<file path="config.mk">
export PLATFORM = sky130hd
export DESIGN_NAME = pc_gen_flat
export DESIGN_NICKNAME = d
export VERILOG_FILES = /design/src/rtl/pcgen_pkg.sv /design/src/rtl/pc_gen_if.sv /design/src/rtl/pc_redirect_arb.sv /design/src/rtl/pc_gen.sv /design/src/flat_wrapper.sv
export SDC_FILE = /design/constraint.sdc
export NUM_CORES = 1
export LEC_CHECK = 0
export CAP_MARGIN = 30
export CORE_MARGIN = 1
export CORE_UTILIZATION = 25
export CTS_BUF_LIST = sky130_fd_sc_hd__clkbuf_4 sky130_fd_sc_hd__clkbuf_8 sky130_fd_sc_hd__clkbuf_16
export DETAILED_ROUTE_END_ITERATION = 8
export PLACE_DENSITY = 0.58
export SYNTH_ARGS = -nofsm -noshare
export SYNTH_HDL_FRONTEND = slang
export SYNTH_SLANG_ARGS = --single-unit
</file>
<file path="constraint.sdc">
create_clock -name clk -period 5.3 [get_ports clk]
set_clock_uncertainty 0.15 [all_clocks]
set_input_delay 1.06 -clock clk [delete_from_list [all_inputs] [get_ports clk]]
set_output_delay 1.06 -clock clk [all_outputs]
set_load 0.01 [all_outputs]
</file>
<file path="src/rtl/pcgen_pkg.sv">
// pcgen_pkg: shared types and helpers for the fetch PC generator.
package pcgen_pkg;

    localparam int PC_W = 32;

    typedef enum logic [2:0] {
        RD_NONE,
        RD_REPLAY,
        RD_BR,
        RD_EXC,
        RD_ERET
    } redirect_kind_t;

    typedef enum logic {
        IDLE,
        REQ
    } pcgen_state_t;

    // Commit-time redirects are architectural and must never be overridden by speculative ones.
    function automatic logic is_commit_kind(input redirect_kind_t kind);
        return (kind == RD_EXC) || (kind == RD_ERET);
    endfunction

endpackage

</file>
<file path="src/rtl/pc_gen_if.sv">
// pc_gen_if: fetch request channel from the PC generator (master) to I-fetch (slave).
interface pc_gen_if
    import pcgen_pkg::*;
#(
    parameter int FETCH_WIDTH = 2
) ();

    logic                   valid;
    logic                   ready;
    logic [PC_W-1:0]        pc;
    logic [FETCH_WIDTH-1:0] mask;
    logic                   addr_err;
    logic                   drop;

    modport master (
        output valid, pc, mask, addr_err, drop,
        input  ready
    );

    modport slave (
        input  valid, pc, mask, addr_err, drop,
        output ready
    );

endinterface

</file>
<file path="src/rtl/pc_redirect_arb.sv">
// pc_redirect_arb: picks the winning redirect this cycle and merges it with the buffered one.
module pc_redirect_arb
    import pcgen_pkg::*;
(
    input  logic            eret_valid,
    input  logic [PC_W-1:0] epc,
    input  logic            exc_valid,
    input  logic [PC_W-1:0] exc_entry,
    input  logic            br_valid,
    input  logic [PC_W-1:0] br_target,
    input  logic            replay_valid,
    input  logic [PC_W-1:0] replay_pc,
    input  redirect_kind_t  pend_kind,
    input  logic [PC_W-1:0] pend_pc,
    output logic            new_valid,
    output redirect_kind_t  merged_kind,
    output logic [PC_W-1:0] merged_pc
);

    redirect_kind_t  new_kind;
    logic [PC_W-1:0] new_pc;
    logic            take_new;

    always_comb begin
        new_kind = RD_NONE;
        new_pc   = '0;
        if (eret_valid) begin
            new_kind = RD_ERET;
            new_pc   = epc;
        end else if (exc_valid) begin
            new_kind = RD_EXC;
            new_pc   = exc_entry;
        end else if (br_valid) begin
            new_kind = RD_BR;
            new_pc   = br_target;
        end else if (replay_valid) begin
            new_kind = RD_REPLAY;
            new_pc   = replay_pc;
        end
    end

    assign new_valid = (new_kind != RD_NONE);

    // A speculative redirect may not displace a buffered commit-time one.
    always_comb begin
        take_new    = new_valid && (is_commit_kind(new_kind) || !is_commit_kind(pend_kind));
        merged_kind = take_new ? new_kind : pend_kind;
        merged_pc   = take_new ? new_pc   : pend_pc;
    end

endmodule

</file>
<file path="src/rtl/pc_gen.sv">
// pc_gen: registered next-PC generator presenting fetch bundles over a valid/ready channel.
// Build option: define PCGEN_PRED_EN to honour pred_valid/pred_target at fire.
module pc_gen
    import pcgen_pkg::*;
#(
    parameter int              FETCH_WIDTH = 2,
    parameter logic [PC_W-1:0] RESET_PC    = 32'hbfc0_0000
) (
    input  logic            clk,
    input  logic            resetn,
    input  logic            eret_valid,
    input  logic [PC_W-1:0] epc,
    input  logic            exc_valid,
    input  logic [PC_W-1:0] exc_entry,
    input  logic            br_valid,
    input  logic [PC_W-1:0] br_target,
    input  logic            replay_valid,
    input  logic [PC_W-1:0] replay_pc,
    input  logic            pred_valid,
    input  logic [PC_W-1:0] pred_target,
    pc_gen_if.master        fetch
);

    localparam logic [PC_W-1:0] BUNDLE_BYTES = PC_W'(4 * FETCH_WIDTH);
    localparam logic [PC_W-1:0] BUNDLE_MASK  = BUNDLE_BYTES - PC_W'(1);

    pcgen_state_t    state_q, state_d;
    logic [PC_W-1:0] fetch_pc_q, fetch_pc_d;
    logic [PC_W-1:0] pend_pc_q, pend_pc_d;
    redirect_kind_t  pend_kind_q, pend_kind_d;
    redirect_kind_t  merged_kind;
    logic [PC_W-1:0] merged_pc;
    logic [PC_W-1:0] seq_pc;
    logic [PC_W-1:0] slot_off;
    logic            new_valid;
    logic            fire;

    pc_redirect_arb u_arb (
        .eret_valid   (eret_valid),
        .epc          (epc),
        .exc_valid    (exc_valid),
        .exc_entry    (exc_entry),
        .br_valid     (br_valid),
        .br_target    (br_target),
        .replay_valid (replay_valid),
        .replay_pc    (replay_pc),
        .pend_kind    (pend_kind_q),
        .pend_pc      (pend_pc_q),
        .new_valid    (new_valid),
        .merged_kind  (merged_kind),
        .merged_pc    (merged_pc)
    );

    always_ff @(posedge clk) begin
        if (!resetn) begin
            state_q <= IDLE;
        end else begin
            state_q <= state_d;
        end
    end

    always_comb begin
        state_d = state_q;
        unique case (state_q)
            IDLE: state_d = REQ;
            REQ:  state_d = REQ;
        endcase
    end

    assign fire   = (state_q == REQ) && fetch.ready;
    assign seq_pc = (fetch_pc_q & ~BUNDLE_MASK) + BUNDLE_BYTES;

    // Stalled redirects wait in the pending buffer; at fire the merged redirect wins over prediction.
    always_comb begin
        fetch_pc_d  = fetch_pc_q;
        pend_kind_d = pend_kind_q;
        pend_pc_d   = pend_pc_q;
        if (state_q == IDLE) begin
            if (new_valid) begin
                fetch_pc_d = merged_pc;
            end
        end else if (fire) begin
            pend_kind_d = RD_NONE;
            if (merged_kind != RD_NONE) begin
                fetch_pc_d = merged_pc;
            end
`ifdef PCGEN_PRED_EN
            else if (pred_valid) begin
                fetch_pc_d = pred_target;
            end
`endif
            else begin
                fetch_pc_d = seq_pc;
            end
        end else if (new_valid) begin
            pend_kind_d = merged_kind;
            pend_pc_d   = merged_pc;
        end
    end

`ifndef PCGEN_PRED_EN
    logic unused_pred;
    assign unused_pred = pred_valid ^ (^pred_target);
`endif

    always_ff @(posedge clk) begin
        if (!resetn) begin
            fetch_pc_q  <= RESET_PC;
            pend_kind_q <= RD_NONE;
            pend_pc_q   <= '0;
        end else begin
            fetch_pc_q  <= fetch_pc_d;
            pend_kind_q <= pend_kind_d;
            pend_pc_q   <= pend_pc_d;
        end
    end

    assign slot_off = (fetch_pc_q & BUNDLE_MASK) >> 2;

    always_comb begin
        fetch.valid    = (state_q == REQ);
        fetch.pc       = fetch_pc_q;
        fetch.addr_err = |fetch_pc_q[1:0];
        fetch.drop     = (state_q == REQ) && ((pend_kind_q != RD_NONE) || new_valid);
        fetch.mask     = '0;
        for (int i = 0; i < FETCH_WIDTH; i++) begin
            fetch.mask[i] = (PC_W'(i) >= slot_off);
        end
    end

endmodule
</file>
<file path="src/flat_wrapper.sv">
// flat-port wrapper written by rule: the top's interface ports become plain ports
module pc_gen_flat import pcgen_pkg::*;
#(
    parameter int              FETCH_WIDTH = 2,
    parameter logic [PC_W-1:0] RESET_PC    = 32'hbfc0_0000
)
  (clk, resetn, eret_valid, epc, exc_valid, exc_entry, br_valid, br_target, replay_valid, replay_pc, pred_valid, pred_target, fetch_valid, fetch_pc, fetch_mask, fetch_addr_err, fetch_drop, fetch_ready);
  pc_gen_if #(.FETCH_WIDTH(FETCH_WIDTH)) fetch_i ();
  input  logic clk;
  input  logic resetn;
  input  logic eret_valid;
  input  logic [PC_W-1:0] epc;
  input  logic exc_valid;
  input  logic [PC_W-1:0] exc_entry;
  input  logic br_valid;
  input  logic [PC_W-1:0] br_target;
  input  logic replay_valid;
  input  logic [PC_W-1:0] replay_pc;
  input  logic pred_valid;
  input  logic [PC_W-1:0] pred_target;
  output wire logic [$bits(fetch_i.valid)-1:0] fetch_valid;
  output wire logic [$bits(fetch_i.pc)-1:0] fetch_pc;
  output wire logic [$bits(fetch_i.mask)-1:0] fetch_mask;
  output wire logic [$bits(fetch_i.addr_err)-1:0] fetch_addr_err;
  output wire logic [$bits(fetch_i.drop)-1:0] fetch_drop;
  input wire logic [$bits(fetch_i.ready)-1:0] fetch_ready;
  assign fetch_valid = fetch_i.valid;
  assign fetch_pc = fetch_i.pc;
  assign fetch_mask = fetch_i.mask;
  assign fetch_addr_err = fetch_i.addr_err;
  assign fetch_drop = fetch_i.drop;
  assign fetch_i.ready = fetch_ready;
  pc_gen #(.FETCH_WIDTH(FETCH_WIDTH), .RESET_PC(RESET_PC)) u_core (.clk(clk), .resetn(resetn), .eret_valid(eret_valid), .epc(epc), .exc_valid(exc_valid), .exc_entry(exc_entry), .br_valid(br_valid), .br_target(br_target), .replay_valid(replay_valid), .replay_pc(replay_pc), .pred_valid(pred_valid), .pred_target(pred_target), .fetch(fetch_i));
endmodule
</file>
# Word level (Yosys, flattened, before mapping)
# Index checks and enable logic that the tools add are counted.
# totals
word_cells,47
input_bits,168
out_inout_bits,37
ff_bits,68
# classes
n_lt_le_gt_ge,2
addsub,1
bitwise_logic,1
eq_ne,5
reduce_logical,17
mux,17
# op_table
cell,n
$mux W32,9
$add A32 B4 Y32 const B,1
$mux W3,4
$reduce_bool A3 Y1,3
$eq A3 B2 Y1 const B,2
$eq A3 B3 Y1 const B,2
$logic_or A1 B1 Y1,4
$mux W2,2
$reduce_and A2 Y1,2
$reduce_bool A2 Y1,2
$logic_and A1 B1 Y1,3
$reduce_and A3 Y1,1
$ge A1 B1 Y1 const A,2
$mux W1,2
$ne A2 B2 Y1 const B,1
$reduce_or A2 Y1,1
$logic_not A1 Y1,1
$not A1 Y1,1

# Depth between registers and ports, before layout
# Gate-level depths: netlist of run 1.
# logic_depth
ltp_word,13
depth_mapped,9

# By module
# A second synthesis of run 1 with hierarchy kept.
# unflattened
cells_unflattened,628
hier_area_um2,4885.9
# by_module_without_submodules
module,cells_each,area_per_inst_um2,seq_area_each_um2,n_inst
pc_gen,420,3264.4,1361.3,1
pc_redirect_arb,208,1621.6,0.0,1

# Worst setup path after synthesis of run 1
# OpenSTA, ideal clock, no wires.
# synth_path
path_type,input port to flip-flop
from,input br_valid
to,register u_core.fetch_pc_q[5] (netlist: u_core.fetch.pc[5])
setup_time_ns,0.120
path_slack_ns,2.271
cell_stages,9
arrival_ns,2.759
cell_sequence,buf_2 > or2_1 > or3_1 > and2_1 > buf_2 > buf_4 > mux2i_1 > nor2_1 > o31a_1
# synth_between
elab_chain_len,12
elab_cells_between_ends,21
classes_between,eq/ne (2); mux (12); reduce/logical (7)
# synth_lines
element,line,text
from (decl),flat_wrapper.sv:15,input logic br_valid;
$mux W2,pc_redirect_arb.sv:33,end else if (br_valid) begin
$mux W2,pc_redirect_arb.sv:30,end else if (exc_valid) begin
$mux W3,pc_redirect_arb.sv:27,if (eret_valid) begin
$eq A3 B2 Y1 / $eq A3 B3 Y1 (equally long branches),pcgen_pkg.sv:21,return (kind == RD_EXC) || (kind == RD_ERET);
$logic_or A1 B1 Y1,pcgen_pkg.sv:21,
$logic_or A1 B1 Y1,pc_redirect_arb.sv:46,take_new = new_valid && (is_commit_kind(new_kind) || !is_commit_kind(pend_kind));
$logic_and A1 B1 Y1,pc_redirect_arb.sv:46,
$mux W3,pc_redirect_arb.sv:47,merged_kind = take_new ? new_kind : pend_kind;
$reduce_bool A3 Y1,pc_gen.sv:84,if (merged_kind != RD_NONE) begin
$mux W32,pc_gen.sv:84,
$mux W32,pc_gen.sv:82,end else if (fire) begin
$mux W32,pc_gen.sv:78,if (state_q == IDLE) begin
to (signal assigned),pc_gen.sv:112,fetch_pc_q <= fetch_pc_d;
to (decl),pc_gen.sv:28,"logic [PC_W-1:0] fetch_pc_q, fetch_pc_d;"
# Several ways; a longest one is shown, not always the timed one. The select of a mux whose other input is x is not followed.
# A chain may end at the register's enable or synchronous reset.

# Final worst setup path of run 1
# layout_path
from,input br_valid
to,output fetch_drop
# layout_between
elab_chain_len,6
# layout_lines
element,line,text
$mux W2,pc_redirect_arb.sv:33,
$mux W2,pc_redirect_arb.sv:30,
$mux W3,pc_redirect_arb.sv:27,
$reduce_bool A3 Y1,pc_redirect_arb.sv:42,assign new_valid = (new_kind != RD_NONE);
$logic_or A1 B1 Y1,pc_gen.sv:124,fetch.drop = (state_q == REQ) && ((pend_kind_q != RD_NONE) || new_valid);
$logic_and A1 B1 Y1,pc_gen.sv:124,
to (decl),flat_wrapper.sv:25,output wire logic [$bits(fetch_i.drop)-1:0] fetch_drop;
# No other way between the ends.

==> impl_metrics.env, run 1 <==
export IMPL_endpoint_kind="primary output"
export IMPL_setup_viol_count_final=0
export IMPL_grt_pass1_vias=4937
export IMPL_ys_seq_elements=68
export IMPL_pin_count=205
export IMPL_synth_edf_count=0
export IMPL_die_area_sq_mm=0.0179
export IMPL_firstDrtPassIters=5
export IMPL_powerDensity_mw_per_mm2=249
export IMPL_slowest_stage="nor4_2"
export IMPL_fillCellCount=1679
export IMPL_synth_ff_type="dfxtp_1"
export IMPL_cts_inserted_buffers=9
export IMPL_dp_hpwl_um=12400
export IMPL_ys_warn_count=0
export IMPL_antenna_left=0
export IMPL_combPwrFrac_pct=25.3
export IMPL_synth_xor_area_share_pct=0
export IMPL_drt_iter0_markers=492
export IMPL_synthAdderAreaFrac_pct=0.289
export IMPL_grt_pass1_wl_um=26100
export IMPL_fmax_mhz=237
export IMPL_syn_avg_cell_area_sq_um=7.67
export IMPL_max_stage_delay_ps=630
export IMPL_cp_max_fo=17
export IMPL_synth_compound_area_share_pct=32.1
export IMPL_post_route_cells_drive_above_1_share_pct=6.57
export IMPL_routed_via_density=5.51
export IMPL_total_power_mw=1.62
export IMPL_syn_area_sq_mm=0.00433
export IMPL_start_kind="primary input"
export IMPL_rows=47
export IMPL_multiInputGateArea_sq_mm=0.00273
export IMPL_yosysMostFrequentCell="nor2_1"
export IMPL_wl_per_cell_um=18.1
export IMPL_crit_type="in -> out"
export IMPL_ff_latch_area_sq_mm=0.00136
export IMPL_swShare_pct=28.4
export IMPL_cts_root_buf="clkbuf_16"
export IMPL_cp_arrival_ps=3010
export IMPL_synth_top_cell_by_area="dfxtp_1"
export IMPL_htreeDepth=3
export IMPL_async_reset_ff_share_pct=0
export IMPL_vias=5150
export IMPL_synth_simple_area_share_pct=26.7
export IMPL_gr_total_overflow=0
export IMPL_crit_chain="clkdlybuf4s50_1, buf_4, nor4_2, a21oi_1, clkdlybuf4s50_1"
export IMPL_grt_setup_unrepaired="no"
export IMPL_die_y_um=134
export IMPL_placedCellCount=919
export IMPL_hold_viol_final=0
export IMPL_nets=879
export IMPL_grt_util_all_layers_pct=18.5
export IMPL_peakVddDrop_v=0.000203
export IMPL_dpl_worst_slack_ps=1110
export IMPL_globalplace_congestion=0.849
export IMPL_drcViolationCount=0
export IMPL_cts_resized=0
export IMPL_worst_pin_slew_ps=937
export IMPL_synth_common_cells="70 x nor2_1, 68 x dfxtp_1, 37 x clkbuf_1"
export IMPL_post_route_min_period_ps=4220
export IMPL_clk_pin_slew_ps=50
export IMPL_max_cap_violations=0
export IMPL_slew_headroom_pct=37.6
export IMPL_post_route_worst_setup_slack_ps=1080
export IMPL_antenna_found_initial=0
export IMPL_area_growth_pct=50.6
export IMPL_synth_top_area_share_pct=31.4
export IMPL_cts_buffer_depth=2
export IMPL_syn_nets=734
export IMPL_p_int_mw=1.16
export IMPL_postCtsHoldBufs=0
export IMPL_start_util_pct=25.9
export IMPL_clock_sinks=68
export IMPL_ys_seq_area_share_pct=31.4
export IMPL_dpl_cell_area_sq_mm=0.00622
export IMPL_cts_tree="done"
export IMPL_cp_required_ps=4090
export IMPL_clk_latency_ps=330
export IMPL_synth_mux_area_share_pct=3.55
export IMPL_final_cells=935
export IMPL_cpMostUsedCell="clkdlybuf4s50_1"
export IMPL_synthCells=565
export IMPL_status="finished, final reports clean"
export IMPL_power_switching_mw=0.461
export IMPL_p_leak_nw=2.27
export IMPL_wl_um=16900
export IMPL_postCtsSetupBuffers=0
export IMPL_clock_power_share_pct=37.7
export IMPL_tns_ps=0
export IMPL_design_area_sq_mm=0.00653
export IMPL_yosysUniqueCellTypes=59
export IMPL_synth_top_family_by_area="compound AO/OA/AOI/OAI gates"
export IMPL_hp_class="reg -> reg"
export IMPL_pwr_share_seq_pct=37.1
export IMPL_diodes=0
export IMPL_grt_start_max_net_pins=37
export IMPL_die_x_um=134
export IMPL_synth_area_leaders="dfxtp_1 31%, a221oi_1 7.1%, nor2_1 6.1%"
export IMPL_slew_violations=0
export IMPL_timing_final_crit_share_pct=79.6
export IMPL_numPortBuffers=170
export IMPL_core_sq_mm=0.0168
==> critical path, delay by kind of cell <==
kind	cells	cell delay (ps)
and+or+nand+nor	1	630
buffers and inverters	3	1160
AOI/OAI and AO/OA	1	140
==> layout by cell type, fill, tap and decap left out, drive strengths merged, types with 7 or more instances in the layout <==
master / count
clkdlybuf4s50: 170
nor2: 70
dfxtp: 68
a221oi: 35
a211oi: 34
o22ai: 33
a21oi: 31
nand2: 31
nor3: 28
nand3: 23
buf: 17
o21ai: 17
nor4: 16
mux2i: 12
clkbuf: 12
and3: 9
nand4: 8
or3: 7
o211ai: 7
==> through the flow <==
| stage | hold slack, ps | utilization (%) |
|---|---|---|
| final | 327 | 38.9 |
| after global routing | 348 | 38.9 |
| after CTS | 327 | 38.9 |
| after detailed placement | 319 | 37.1 |
| after global placement | 313 | 37.1 |
| after floorplan | 299 | - |
==> cells by family after synthesis <==
family,count (synthesis)
other cells,1
buf+inv,59
fa+ha+maj,1
compound gates,196
mux,15
flops,68
simple gates,225
==> metal layers <==
layer,up-vias,GRT usage [%],wire length (um)
met3,22,3.88,1180
met1,2408,25.3,7860
met2,212,29.3,7620
li1,2508,-,-
met5,-,0,0
met4,0,4.80,250
==> registers in the layout, indices dropped and copies added (netlist names) <==
name                count
u_core.fetch.pc        32
u_core.pend_pc_q       32
u_core.pend_kind_q      3
u_core.fetch.valid      1
==> power by group through the flow <==
stage	logic [mW]	clock network [mW]	registers [mW]
5_1_grt	0.445	0.650	0.609
4_1_cts	0.411	0.619	0.602
2_1_floorplan	0.183	0	0.608
6_report	0.410	0.612	0.602
3_3_place_gp	0.403	0	0.610
3_5_place_dp	0.408	0	0.612
==> area by class of cell <==
| cell class | instances | area share [%] |
|---|---|---|
| sequential | 68 | 20.9 |
| clock inverter | 4 | 0.729 |
| tap | 220 | 4.22 |
| multi-input combinational | 438 | 41.8 |
| clock buffer | 12 | 3.99 |
| timing repair buffer | 187 | 28.0 |
| inverter | 6 | 0.345 |
==> final timing paths <==
kind / start / slack (ps) / cells after the start / endpoint
max: br_valid / 1080 / 5 / fetch_drop
min: u_core.pend_pc_q[2] / 330 / 2 / u_core.pend_pc_q[2]
max reg2reg: u_core.pend_kind_q[2] / 2540 / 7 / u_core.fetch.pc[24]
min reg2reg: u_core.pend_pc_q[2] / 330 / 2 / u_core.pend_pc_q[2]
Note: power is estimated with default switching activity, not from simulation.
==> run 2, diff against run 1 <==
--- a/config.mk
+++ b/config.mk
@@ -10,7 +10,7 @@
 export CORE_UTILIZATION = 25
 export CTS_BUF_LIST = sky130_fd_sc_hd__clkbuf_4 sky130_fd_sc_hd__clkbuf_8 sky130_fd_sc_hd__clkbuf_16
 export DETAILED_ROUTE_END_ITERATION = 8
-export PLACE_DENSITY = 0.58
+export PLACE_DENSITY = 0.6
 export SYNTH_ARGS = -nofsm -noshare
 export SYNTH_HDL_FRONTEND = slang
 export SYNTH_SLANG_ARGS = --single-unit
==> constraint.sdc (replaced) <==
create_clock -name clk -period 3.8 [get_ports clk]
set_clock_uncertainty 0.15 [all_clocks]
set_input_delay 0.76 -clock clk [delete_from_list [all_inputs] [get_ports clk]]
set_output_delay 0.76 -clock clk [all_outputs]
set_load 0.01 [all_outputs]
==> run 2 against run 1 <==
First-iteration DRC count down 9.6%. Core utilization grew 0.12 points. Design area up 0.31%.
==> impl_metrics.env, run 2 (synthesis gave the netlist of run 1 again) <==
export IMPL_p_int_mw=1.57
export IMPL_combPwrFrac_pct=25.9
export IMPL_drcViolationCount=0
export IMPL_cts_resized=0
export IMPL_htreeDepth=3
export IMPL_core_sq_mm=0.0168
export IMPL_nets=882
export IMPL_clk_latency_ps=340
export IMPL_p_leak_nw=2.27
export IMPL_vias=5094
export IMPL_post_route_cells_drive_above_1_share_pct=6.96
export IMPL_postCtsHoldBufs=0
export IMPL_final_cell_mix="170 x clkdlybuf4s50_1, 69 x nor2_1, 68 x dfxtp_1"
export IMPL_start_util_pct=25.9
export IMPL_dpl_worst_slack_ps=279
export IMPL_cp_required_ps=3860
export IMPL_slew_violations=0
export IMPL_placedCellCount=922
export IMPL_grt_util_all_layers_pct=18.8
export IMPL_wl_um=16900
export IMPL_grt_start_max_net_pins=59
export IMPL_routed_via_density=5.43
export IMPL_powerDensity_mw_per_mm2=340
export IMPL_final_common_cell="clkdlybuf4s50_1"
export IMPL_hold_viol_final=0
export IMPL_fmax_mhz=312
export IMPL_start_kind="primary input"
export IMPL_tns_ps=0
export IMPL_area_growth_pct=51.1
export IMPL_pwr_share_seq_pct=37.8
export IMPL_antenna_found_initial=0
export IMPL_crit_type="in -> reg"
export IMPL_postLayoutCoreUtil_pct=39.1
export IMPL_antenna_left=0
export IMPL_final_cells=938
export IMPL_grt_pass1_wl_um=26500
export IMPL_met3_length_um=1230
export IMPL_cp_max_fo=16
export IMPL_cts_tree="done"
export IMPL_die_area_sq_mm=0.0179
export IMPL_whs_ps=329
export IMPL_clock_sinks=68
export IMPL_diodes=0
export IMPL_endpoint_kind="flip-flop"
export IMPL_cts_inserted_buffers=9
export IMPL_cts_buffer_depth=2
export IMPL_clk_pin_slew_ps=60
export IMPL_swShare_pct=29.4
export IMPL_rows=47
export IMPL_timing_final_crit_share_pct=84.2
export IMPL_max_cap_violations=0
export IMPL_globalplace_congestion=0.827
export IMPL_post_route_min_period_ps=3200
export IMPL_dp_hpwl_um=12400
export IMPL_die_y_um=134
export IMPL_wl_met1_um=7940
export IMPL_drt_iter0_markers=445
export IMPL_gr_total_overflow=0
export IMPL_worst_pin_slew_ps=971
export IMPL_cts_root_buf="clkbuf_16"
export IMPL_peakVddDrop_v=0.000204
export IMPL_hp_class="reg -> reg"
export IMPL_highest_layer="met4"
export IMPL_grt_pass1_vias=4739
export IMPL_setup_viol_count_final=0
export IMPL_die_x_um=134
export IMPL_status="finished, final reports clean"
export IMPL_numPortBuffers=170
export IMPL_wl_per_cell_um=18.1
export IMPL_postCtsSetupBuffers=0
export IMPL_clock_power_share_pct=36.4
export IMPL_cp_arrival_ps=3260
export IMPL_power_switching_mw=0.652
export IMPL_post_route_worst_setup_slack_ps=599
export IMPL_firstDrtPassIters=4
export IMPL_slew_headroom_pct=35.3
export IMPL_pin_count=205
export IMPL_route_met2_wl_um=7600
export IMPL_grt_setup_unrepaired="no"
==> run 2: cell types whose count changed in the layout (fill, tap and decap cells not counted) <==
cell	previous run	this run
buf_6	0	1
buf_4	17	18
clkbuf_4	1	2
buf_12	0	1
clkinv_4	0	1
bufinv_16	1	0
clkinv_2	2	1
==> run 2: metal layers <==
| layer | global-route usage, % | vias to the layer above |
|---|---|---|
| met3 | 4.38 | 17 |
| met2 | 28.6 | 179 |
| met1 | 26.6 | 2382 |
| met5 | 0 | - |
| met4 | 4.17 | 0 |
| li1 | - | 2516 |
==> run 2: critical path, stage by stage <==
cell and delay [ps]:
clkdlybuf4s50_1 610, or2_1 190, or3_1 170, and2_1 790, mux2i_1 460, a2bb2oi_1 180
o211ai_1 100
==> run 2: final timing paths <==
| check | from | to | slack [ps] | cells past startpoint |
|---|---|---|---|---|
| setup reg to reg | u_core.fetch.pc[10] | u_core.fetch.pc[29] | 1190 | 6 |
| hold reg to reg | u_core.pend_pc_q[2] | u_core.pend_pc_q[2] | 330 | 2 |
| setup / recovery | br_valid | u_core.fetch.pc[23] | 600 | 7 |
| hold / removal | u_core.pend_pc_q[2] | u_core.pend_pc_q[2] | 330 | 2 |
==> run 2: layout make-up <==
cell class                 instances  area, sq um
tap                              220          275
fill                            1762        10200
timing repair buffer             190         1870
clock inverter                     3         21.3
inverter                           6         22.5
multi-input combinational        438         2730
clock buffer                      13          268
sequential                        68         1360
==> run 2: power groups by stage <==
| stage | clock network (mW) | logic, mW | registers, mW |
|---|---|---|---|
| 2_1_floorplan | 0 | 0.256 | 0.848 |
| 3_3_place_gp | 0 | 0.569 | 0.852 |
| 3_5_place_dp | 0 | 0.573 | 0.853 |
| 4_1_cts | 0.817 | 0.578 | 0.838 |
| 5_1_grt | 0.860 | 0.625 | 0.848 |
| 6_report | 0.808 | 0.575 | 0.839 |
==> run 2: metrics by stage <==
| step | power [mW] | area (sq um) |
|---|---|---|
| after floorplan | 1.10 | 4330 |
| after global placement | 1.42 | 6240 |
| after detailed placement | 1.43 | 6260 |
| after CTS | 2.23 | 6550 |
| after global routing | 2.33 | 6550 |
| final | 2.22 | 6550 |
